**src/rtl/riscv_pkg.sv**
```systemverilog
// Shared encodings for the multicycle RV32I controller: opcodes, immediate
// formats, ALU operations, ALU decode classes and FSM states.
package riscv_pkg;

    localparam logic [6:0] OP_LOAD   = 7'b0000011;
    localparam logic [6:0] OP_STORE  = 7'b0100011;
    localparam logic [6:0] OP_RTYPE  = 7'b0110011;
    localparam logic [6:0] OP_ITYPE  = 7'b0010011;
    localparam logic [6:0] OP_BRANCH = 7'b1100011;
    localparam logic [6:0] OP_JAL    = 7'b1101111;
    localparam logic [6:0] OP_LUI    = 7'b0110111;

    typedef enum logic [2:0] {
        IMM_I = 3'b000,
        IMM_S = 3'b001,
        IMM_B = 3'b010,
        IMM_U = 3'b011,
        IMM_J = 3'b100
    } imm_src_t;

    typedef enum logic [2:0] {
        ALU_ADD = 3'b000,
        ALU_SUB = 3'b001,
        ALU_AND = 3'b010,
        ALU_OR  = 3'b011,
        ALU_XOR = 3'b100,
        ALU_SLT = 3'b101
    } alu_ctrl_t;

    typedef enum logic [1:0] {
        ALUOP_ADD   = 2'b00,
        ALUOP_SUB   = 2'b01,
        ALUOP_FUNCT = 2'b10
    } alu_op_t;

    typedef enum logic [3:0] {
        S_FETCH,
        S_DECODE,
        S_MEMADR,
        S_MEMREAD,
        S_MEMWB,
        S_MEMWRITE,
        S_EXECR,
        S_EXECI,
        S_ALUWB,
        S_BRANCH,
        S_JAL,
        S_LUI,
        S_TRAP
    } state_t;

endpackage

```
**src/rtl/alu_decoder.sv**
```systemverilog
// Turns the FSM's coarse ALU request plus funct3/funct7 into an ALU operation.
module alu_decoder
    import riscv_pkg::*;
(
    input  alu_op_t   alu_op,
    input  logic [2:0] funct3,
    input  logic      op5,
    input  logic      funct7b5,
    output alu_ctrl_t alu_control
);

    // Only R-type (op5=1) can select sub; addi with imm[10] set stays an add.
    always_comb begin
        alu_control = ALU_ADD;
        case (alu_op)
            ALUOP_ADD: alu_control = ALU_ADD;
            ALUOP_SUB: alu_control = ALU_SUB;
            ALUOP_FUNCT: begin
                case (funct3)
                    3'b000:  alu_control = (op5 && funct7b5) ? ALU_SUB : ALU_ADD;
                    3'b010:  alu_control = ALU_SLT;
                    3'b100:  alu_control = ALU_XOR;
                    3'b110:  alu_control = ALU_OR;
                    3'b111:  alu_control = ALU_AND;
                    default: alu_control = ALU_ADD;
                endcase
            end
            default: alu_control = ALU_ADD;
        endcase
    end

endmodule

```
**src/rtl/control_unit.sv**
```systemverilog
// Multicycle RV32I main controller: state register, next-state logic,
// per-state datapath control decode and immediate-format decode.
module control_unit
    import riscv_pkg::*;
(
    input  logic       clk,
    input  logic       reset,
    input  logic [6:0] op,
    input  logic [2:0] funct3,
    input  logic       funct7b5,
    input  logic       zero,
    input  logic       mem_ready,
    output logic       pc_write,
    output logic       adr_src,
    output logic       mem_write,
    output logic       ir_write,
    output logic [1:0] result_src,
    output logic [1:0] alu_src_a,
    output logic [1:0] alu_src_b,
    output logic [2:0] alu_control,
    output logic [2:0] imm_src,
    output logic       reg_write,
    output logic       illegal
);

    state_t    state;
    alu_op_t   alu_op;
    alu_ctrl_t alu_ctrl;

    logic       pc_update;
    logic       branch;
    logic       adr_src_d;
    logic       mem_write_d;
    logic       ir_write_d;
    logic       reg_write_d;
    logic [1:0] result_src_d;
    logic [1:0] alu_src_a_d;
    logic [1:0] alu_src_b_d;

    alu_decoder u_alu_decoder (
        .alu_op      (alu_op),
        .funct3      (funct3),
        .op5         (op[5]),
        .funct7b5    (funct7b5),
        .alu_control (alu_ctrl)
    );

    // Sequence the datapath; memory states stall on mem_ready, TRAP is terminal.
    always_ff @(posedge clk or posedge reset) begin
        if (reset) begin
            state <= S_FETCH;
        end else begin
            case (state)
                S_FETCH:    if (mem_ready) state <= S_DECODE;
                S_DECODE: begin
                    case (op)
                        OP_LOAD:   state <= S_MEMADR;
                        OP_STORE:  state <= S_MEMADR;
                        OP_RTYPE:  state <= S_EXECR;
                        OP_ITYPE:  state <= S_EXECI;
                        OP_BRANCH: state <= S_BRANCH;
                        OP_JAL:    state <= S_JAL;
                        OP_LUI:    state <= S_LUI;
                        default:   state <= S_TRAP;
                    endcase
                end
                S_MEMADR:   state <= op[5] ? S_MEMWRITE : S_MEMREAD;
                S_MEMREAD:  if (mem_ready) state <= S_MEMWB;
                S_MEMWB:    state <= S_FETCH;
                S_MEMWRITE: if (mem_ready) state <= S_FETCH;
                S_EXECR:    state <= S_ALUWB;
                S_EXECI:    state <= S_ALUWB;
                S_ALUWB:    state <= S_FETCH;
                S_BRANCH:   state <= S_FETCH;
                S_JAL:      state <= S_ALUWB;
                S_LUI:      state <= S_FETCH;
                S_TRAP:     state <= S_TRAP;
                default:    state <= S_FETCH;
            endcase
        end
    end

    // Per-state datapath controls; everything not named in a state stays 0.
    always_comb begin
        pc_update    = 1'b0;
        branch       = 1'b0;
        adr_src_d    = 1'b0;
        mem_write_d  = 1'b0;
        ir_write_d   = 1'b0;
        reg_write_d  = 1'b0;
        result_src_d = 2'b00;
        alu_src_a_d  = 2'b00;
        alu_src_b_d  = 2'b00;
        alu_op       = ALUOP_ADD;
        case (state)
            S_FETCH: begin
                alu_src_b_d  = 2'b10;
                result_src_d = 2'b10;
                ir_write_d   = mem_ready;
                pc_update    = mem_ready;
            end
            S_DECODE: begin
                alu_src_a_d = 2'b01;
                alu_src_b_d = 2'b01;
            end
            S_MEMADR: begin
                alu_src_a_d = 2'b10;
                alu_src_b_d = 2'b01;
            end
            S_MEMREAD: begin
                adr_src_d = 1'b1;
            end
            S_MEMWB: begin
                result_src_d = 2'b01;
                reg_write_d  = 1'b1;
            end
            S_MEMWRITE: begin
                adr_src_d   = 1'b1;
                mem_write_d = 1'b1;
            end
            S_EXECR: begin
                alu_src_a_d = 2'b10;
                alu_op      = ALUOP_FUNCT;
            end
            S_EXECI: begin
                alu_src_a_d = 2'b10;
                alu_src_b_d = 2'b01;
                alu_op      = ALUOP_FUNCT;
            end
            S_ALUWB: begin
                reg_write_d = 1'b1;
            end
            S_BRANCH: begin
                alu_src_a_d = 2'b10;
                alu_op      = ALUOP_SUB;
                branch      = 1'b1;
            end
            S_JAL: begin
                alu_src_a_d = 2'b01;
                alu_src_b_d = 2'b10;
                pc_update   = 1'b1;
            end
            S_LUI: begin
                result_src_d = 2'b11;
                reg_write_d  = 1'b1;
            end
            default: begin
            end
        endcase
    end

    // Reset forces every control low so an aborted instruction cannot fire a strobe.
    always_comb begin
        pc_write    = !reset && (pc_update || (branch && (zero ^ funct3[0])));
        adr_src     = !reset && adr_src_d;
        mem_write   = !reset && mem_write_d;
        ir_write    = !reset && ir_write_d;
        reg_write   = !reset && reg_write_d;
        illegal     = !reset && (state == S_TRAP);
        result_src  = reset ? 2'b00 : result_src_d;
        alu_src_a   = reset ? 2'b00 : alu_src_a_d;
        alu_src_b   = reset ? 2'b00 : alu_src_b_d;
        alu_control = reset ? 3'b000 : alu_ctrl;
    end

    // Immediate format follows the opcode in every state.
    always_comb begin
        case (op)
            OP_STORE:  imm_src = IMM_S;
            OP_BRANCH: imm_src = IMM_B;
            OP_LUI:    imm_src = IMM_U;
            OP_JAL:    imm_src = IMM_J;
            default:   imm_src = IMM_I;
        endcase
    end

endmodule

```
**config.mk**
```make
export PLATFORM = sky130hd
export DESIGN_NAME = control_unit
export DESIGN_NICKNAME = d
export VERILOG_FILES = /design/src/rtl/riscv_pkg.sv /design/src/rtl/alu_decoder.sv /design/src/rtl/control_unit.sv
export SDC_FILE = /design/constraint.sdc
export NUM_CORES = 1
export LEC_CHECK = 0
export CAP_MARGIN = 20
export CORE_AREA = 3 3 54 44
export CTS_CLUSTER_DIAMETER = 80
export DETAILED_ROUTE_END_ITERATION = 10
export DIE_AREA = 0 0 57 47
export GPL_ROUTABILITY_DRIVEN = 1
export PLACE_DENSITY = 0.94
export SYNTH_ARGS = -nofsm -noshare
export SYNTH_HDL_FRONTEND = slang
export SYNTH_SLANG_ARGS = --single-unit
```
**constraint.sdc**
```tcl
create_clock -name clk -period 3.8 [get_ports clk]
set_input_delay 0.95 -clock clk [delete_from_list [all_inputs] [get_ports clk]]
set_output_delay 0.95 -clock clk [all_outputs]
set_load 0.1 [all_outputs]
```
# Word-level counts from Yosys, hierarchy flattened
# Index checks and enable logic that the tools add are counted.
dict set report totals {
  register_bits 4
  inputBits 15
  out_inout_bits 18
  wordCells 76
}
dict set report classes {
  eq_ne 28
  n_mux 24
  bitwise 1
  n_reduce_logical 22
}
# op count
set op_table {}
lappend op_table {{$pmux 4 s7} 1}
lappend op_table {{$pmux 4 s6} 1}
lappend op_table {{$eq 7x6->1 const B} 3}
lappend op_table {{$eq 4x4->1 const B} 5}
lappend op_table {{$eq 4x3->1 const B} 4}
lappend op_table {{$pmux 3 s5} 1}
lappend op_table {{$eq 7x7->1 const B} 2}
lappend op_table {{$mux 4} 3}
lappend op_table {{$pmux 2 s2} 3}
lappend op_table {{$pmux 3 s4} 1}
lappend op_table {{$reduce_or 2->1} 5}
lappend op_table {{$eq 3x3->1 const B} 3}
lappend op_table {{$reduce_or 3->1} 3}
lappend op_table {{$eq 4x2->1 const B} 2}
lappend op_table {{$logic_and 1x1->1} 8}
lappend op_table {{$eq 7x2->1 const B} 1}
lappend op_table {{$eq 7x5->1 const B} 1}
lappend op_table {{$mux 1} 6}
lappend op_table {{$mux 2} 3}
lappend op_table {{$mux 3} 2}
lappend op_table {{$ne 2x2->1 const B} 3}
lappend op_table {{$pmux 2 s3} 1}
lappend op_table {{$pmux 3 s2} 1}
lappend op_table {{$eq 4x1->1 const B} 1}
lappend op_table {{11 further kinds} 11}

# Logic depth before layout (Yosys ltp)
dict set report depth {
  depth_word 6
  depth_mapped 9
}

# By module
# From an unflattened synthesis, not the netlist that was laid out.
dict set report unflattened {
  cells_unflattened 106
  area_unflattened_um2 802.0
}
# module instances cells_per_inst area_per_inst_um2 seq_area_each_um2
set modules_own_cells {}
lappend modules_own_cells {control_unit 1 94 703.2 100.1}
lappend modules_own_cells {alu_decoder 1 12 98.8 0.0}

# Least setup slack after synthesis
# No wires, ideal clock.
dict set report synth_path {
  kind {input -> output}
  startpoint {in reset}
  endpoint {out adr_src}
  t_arrival_ns 4.288
  slack_ns -1.438
  cell_stages 2
  path_buffers 1
  cell_sequence {clkbuf_1 -> nor4b_1}
}
dict set report synth_between {
  elab_chain_len 2
}
# element line_no
set synth_rtl {}
lappend synth_rtl {{start, declared} control_unit.sv:7} ;# input logic reset,
lappend synth_rtl {{$logic_not 1->1} control_unit.sv:155} ;# adr_src = !reset && adr_src_d;
lappend synth_rtl {{$logic_and 1x1->1} control_unit.sv:155}
lappend synth_rtl {{end, declared} control_unit.sv:14} ;# output logic adr_src,
# No other way between the ends.

# Final worst setup path
dict set report layout_path {
  startpoint {in op[5]}
  endpoint {out imm_src[2]}
}
dict set report layout_between {
  elab_chain_len 2
  elab_cells_between_ends 5
  classes_between {eq/ne: 4; mux: 1}
}
# element line_no
set layout_rtl {}
lappend layout_rtl {{start, declared} control_unit.sv:8} ;# input logic [6:0] op,
lappend layout_rtl {{$eq 7x7->1 or $eq 7x6->1 (tied branches)} control_unit.sv:168} ;# case (op)
lappend layout_rtl {{$pmux 3 s4 (*)} control_unit.sv:168}
lappend layout_rtl {{end, declared} control_unit.sv:21} ;# output logic [2:0] imm_src,
# Every way passes the cells marked *; elsewhere a longest branch is shown, timed or not.

==> out/results.ini <==
[route]
ant_nets=0
avgRoutedWirePerCell_microns=15.8
routed-via-count=1072
remaining_drc_errors=0
post_drt_via_cell_ratio=6.13
detailed_routing_iteration_count_for_the_pre_antenna_repair_pass=4
route.final.wire_length_microns=2760
drt_iter0_drc=60

[run]
max_cap_viol_count=0

[layout]
finalCoreUtilization=0.736
areaGrowthSynthToFinish_pct=61.8
largest_reg_flops=4
diodes=0
drive_above_1_share=0.238
finalNonFillerCells=175
largest_register=state
number_of_fill_cells=141
largestRegisters=state (4)
layout.nets=170

[setup_path]
arrival_ns=2.46
reg2reg_depth=4
worst_ep_required_time_ns=2.85
criticalPathCategory=input pin to output pin
timing.rr.start=state[2]$_DFFE_PP0P_
worstSetupStartpointType=input pin
worstPathMaxFanout=10
timing.rr.end=state[2]$_DFFE_PP0P_
rrSetupSlack_ns=2.12
critPathCaptureType=output pin

[power_and_ir_drop]
pwr-share-comb=0.794
power_report.internal_total_uw=332
power_density_nw_per_um2=579
seqPwrFrac=0.143
netSwitchingPower_uw=489
clock_power_share=0.063
switching_share_of_power=0.596
p_leak_uw=0.000528
vdd_drop_max_mv=0.437
finalPower_uw=821

[synth]
syn-num-nets=144
number_of_synthesized_flops_with_an_enable_pin=0
netlist_top_cells_area=sky130_fd_sc_hd__dfrtp_1 11%, sky130_fd_sc_hd__a21oi_1 5.1%, sky130_fd_sc_hd__nor2_1 5.1%
syn_avg_cell_area_sq_um=6.91
most_frequent_cells_after_synthesis=12 x sky130_fd_sc_hd__nor2_1, 9 x sky130_fd_sc_hd__a21oi_1, 8 x sky130_fd_sc_hd__buf_2, 8 x sky130_fd_sc_hd__nand2_1
synthesis.area_sq_um=877
synthMostInstantiatedCell=sky130_fd_sc_hd__nor2_1
synth-async-reset-ratio=1.00
synth_top_area_share=0.114
post_synthesis_cell_type_with_the_largest_combined_area=sky130_fd_sc_hd__dfrtp_1
synth.distinct_cells=47
ys_seq_elements=4
synth_warnings=0
yosysSeqAreaShare=0.114
leading_register_cell_type_out_of_synthesis=sky130_fd_sc_hd__dfrtp_1
post_synth_inst_count=127

[timing]
final_hold_violation_count=0
skew_ns=0.00112
timing.final.crit_period_ns=3.41
maxClockFrequency_mhz=293
setup_violations=0
layout_worst_path_cycle_share=0.898
grt_setup_unrepaired=no
tightest_slew_ns=0.719
max_transition_viols_final=0
slew-limit-headroom=0.520

[worst_hold_path]
min_from=state[0]$_DFFE_PP0P_
holdPathEnd=state[2]$_DFFE_PP0P_
hold_path_class=register to register
min_delay_path_depth=4

[floorplanning]
core_sq_um=1930
dieArea_sq_um=2680
floorplan.die.height_microns=47
io_pins=33
floorplan.die.width_microns=57
rows=14
initial_utilization=0.455

[global_route]
grt_antenna_before_repair=0
grt_start_max_net_pins=23
grt_pass1_wl_microns=4440
grt_pass1_vias=1001
globalRouteOverflowTotal=0
grt_util_all_layers=0.210

[clock_tree]
clkSlewWorstSetupHoldPaths_ns=0.04
postCtsSetupRepairBufs=0
cts_inserted_buffers=3
ctsResizeCount=0
cts.sink_count=4
cts.htree.levels=1
cts_max_path_buffers=2
clockRootBuffer=sky130_fd_sc_hd__clkbuf_4
source_to_sink_clock_delay_at_the_later_pin_of_the_worst_skew_pair_ns=0.23
cts-hold-fix-buffers=0
clock_tree_from_tritoncts=done

[status]
run_status=finished clean

[placement]
gp_routability_congestion=0.879
dpl.hpwl_microns=2120
port_buffers=32
place.detailed.instances=172

-- cell type report --
cell class,count,area (sq um),area share
clock buffer,3,22.5,0.0159
inverter,7,26.3,0.0185
multi-input combinational,102,717,0.505
sequential,4,100,0.0705
tap,24,30.0,0.0212
timing repair buffer,35,523,0.369
-- routing by layer --
layer,wire length [microns],global-route usage,up-vias
met5,0,0,-
met3,195,0.0192,2
met1,1120,0.261,507
li1,-,-,509
met4,17,0.0787,0
met2,1420,0.387,54
-- logic make-up (layout without fill, tap and decap cells) --
family / after synthesis / count (layout) / synth area share
mux: 2 / 2 / 0.0228
flops: 4 / 4 / 0.114
compound gates: 28 / 28 / 0.217
fa+ha+maj: 2 / 2 / 0.0285
buf+inv: 21 / 45 / 0.127
xor+xnor: 4 / 4 / 0.0400
simple gates: 66 / 66 / 0.451
-- worst max-delay path by stage --
stage,from,end,slack [ns],depth (start not counted)
CTS,op[5],imm_src[2],0.39,4
floorplan,reset,alu_src_a[0],-0.42,2
global route,op[5],imm_src[2],0.27,4
finish,op[5],imm_src[2],0.39,4
detailed placement,op[5],imm_src[2],0.38,4
global placement,op[5],imm_src[0],0.48,4
-- cell usage in the layout, fill, tap and decap left out, drive strengths merged, types with 3 or more instances in the layout --
cell	n
a21oi	9
and3	3
and4	4
buf	21
clkbuf	3
clkdlybuf4s50	14
dfrtp	4
inv	7
nand2	8
nand2b	6
nand3	5
nand3b	4
nor2	13
nor2b	3
nor3	7
nor4	5
o21ai	4
or3b	3
xor2	3
-- worst max-delay path, cell delays in order --
cell,delay (ns)
sky130_fd_sc_hd__clkdlybuf4s50_1,0.66
sky130_fd_sc_hd__nand3_1,0.28
sky130_fd_sc_hd__nor4_4,0.34
sky130_fd_sc_hd__buf_12,0.22
-- power groups by stage --
stage / Combinational [uW] / Sequential [uW] / Clock, uW
after global placement: 629 / 110 / 0
after floorplan: 494 / 66.8 / 0
final: 652 / 118 / 51.5
after global routing: 683 / 123 / 55.9
after detailed placement: 646 / 115 / 0
after CTS: 648 / 115 / 55.0
-- metrics by stage --
| stage | area [sq um] | setup slack [ns] | hold WS (ns) | TNS [ns] |
|---|---|---|---|---|
| global route | 1420 | 0.269 | 0.881 | 0 |
| detailed placement | 1400 | 0.383 | 0.805 | 0 |
| finish | 1420 | 0.387 | 0.843 | 0 |
| global placement | 1400 | 0.476 | 0.775 | 0 |
| floorplan | 928 | -0.418 | 0.562 | -1.50 |
| CTS | 1420 | 0.387 | 0.821 | 0 |
Note: power is estimated with default switching activity, not from simulation.
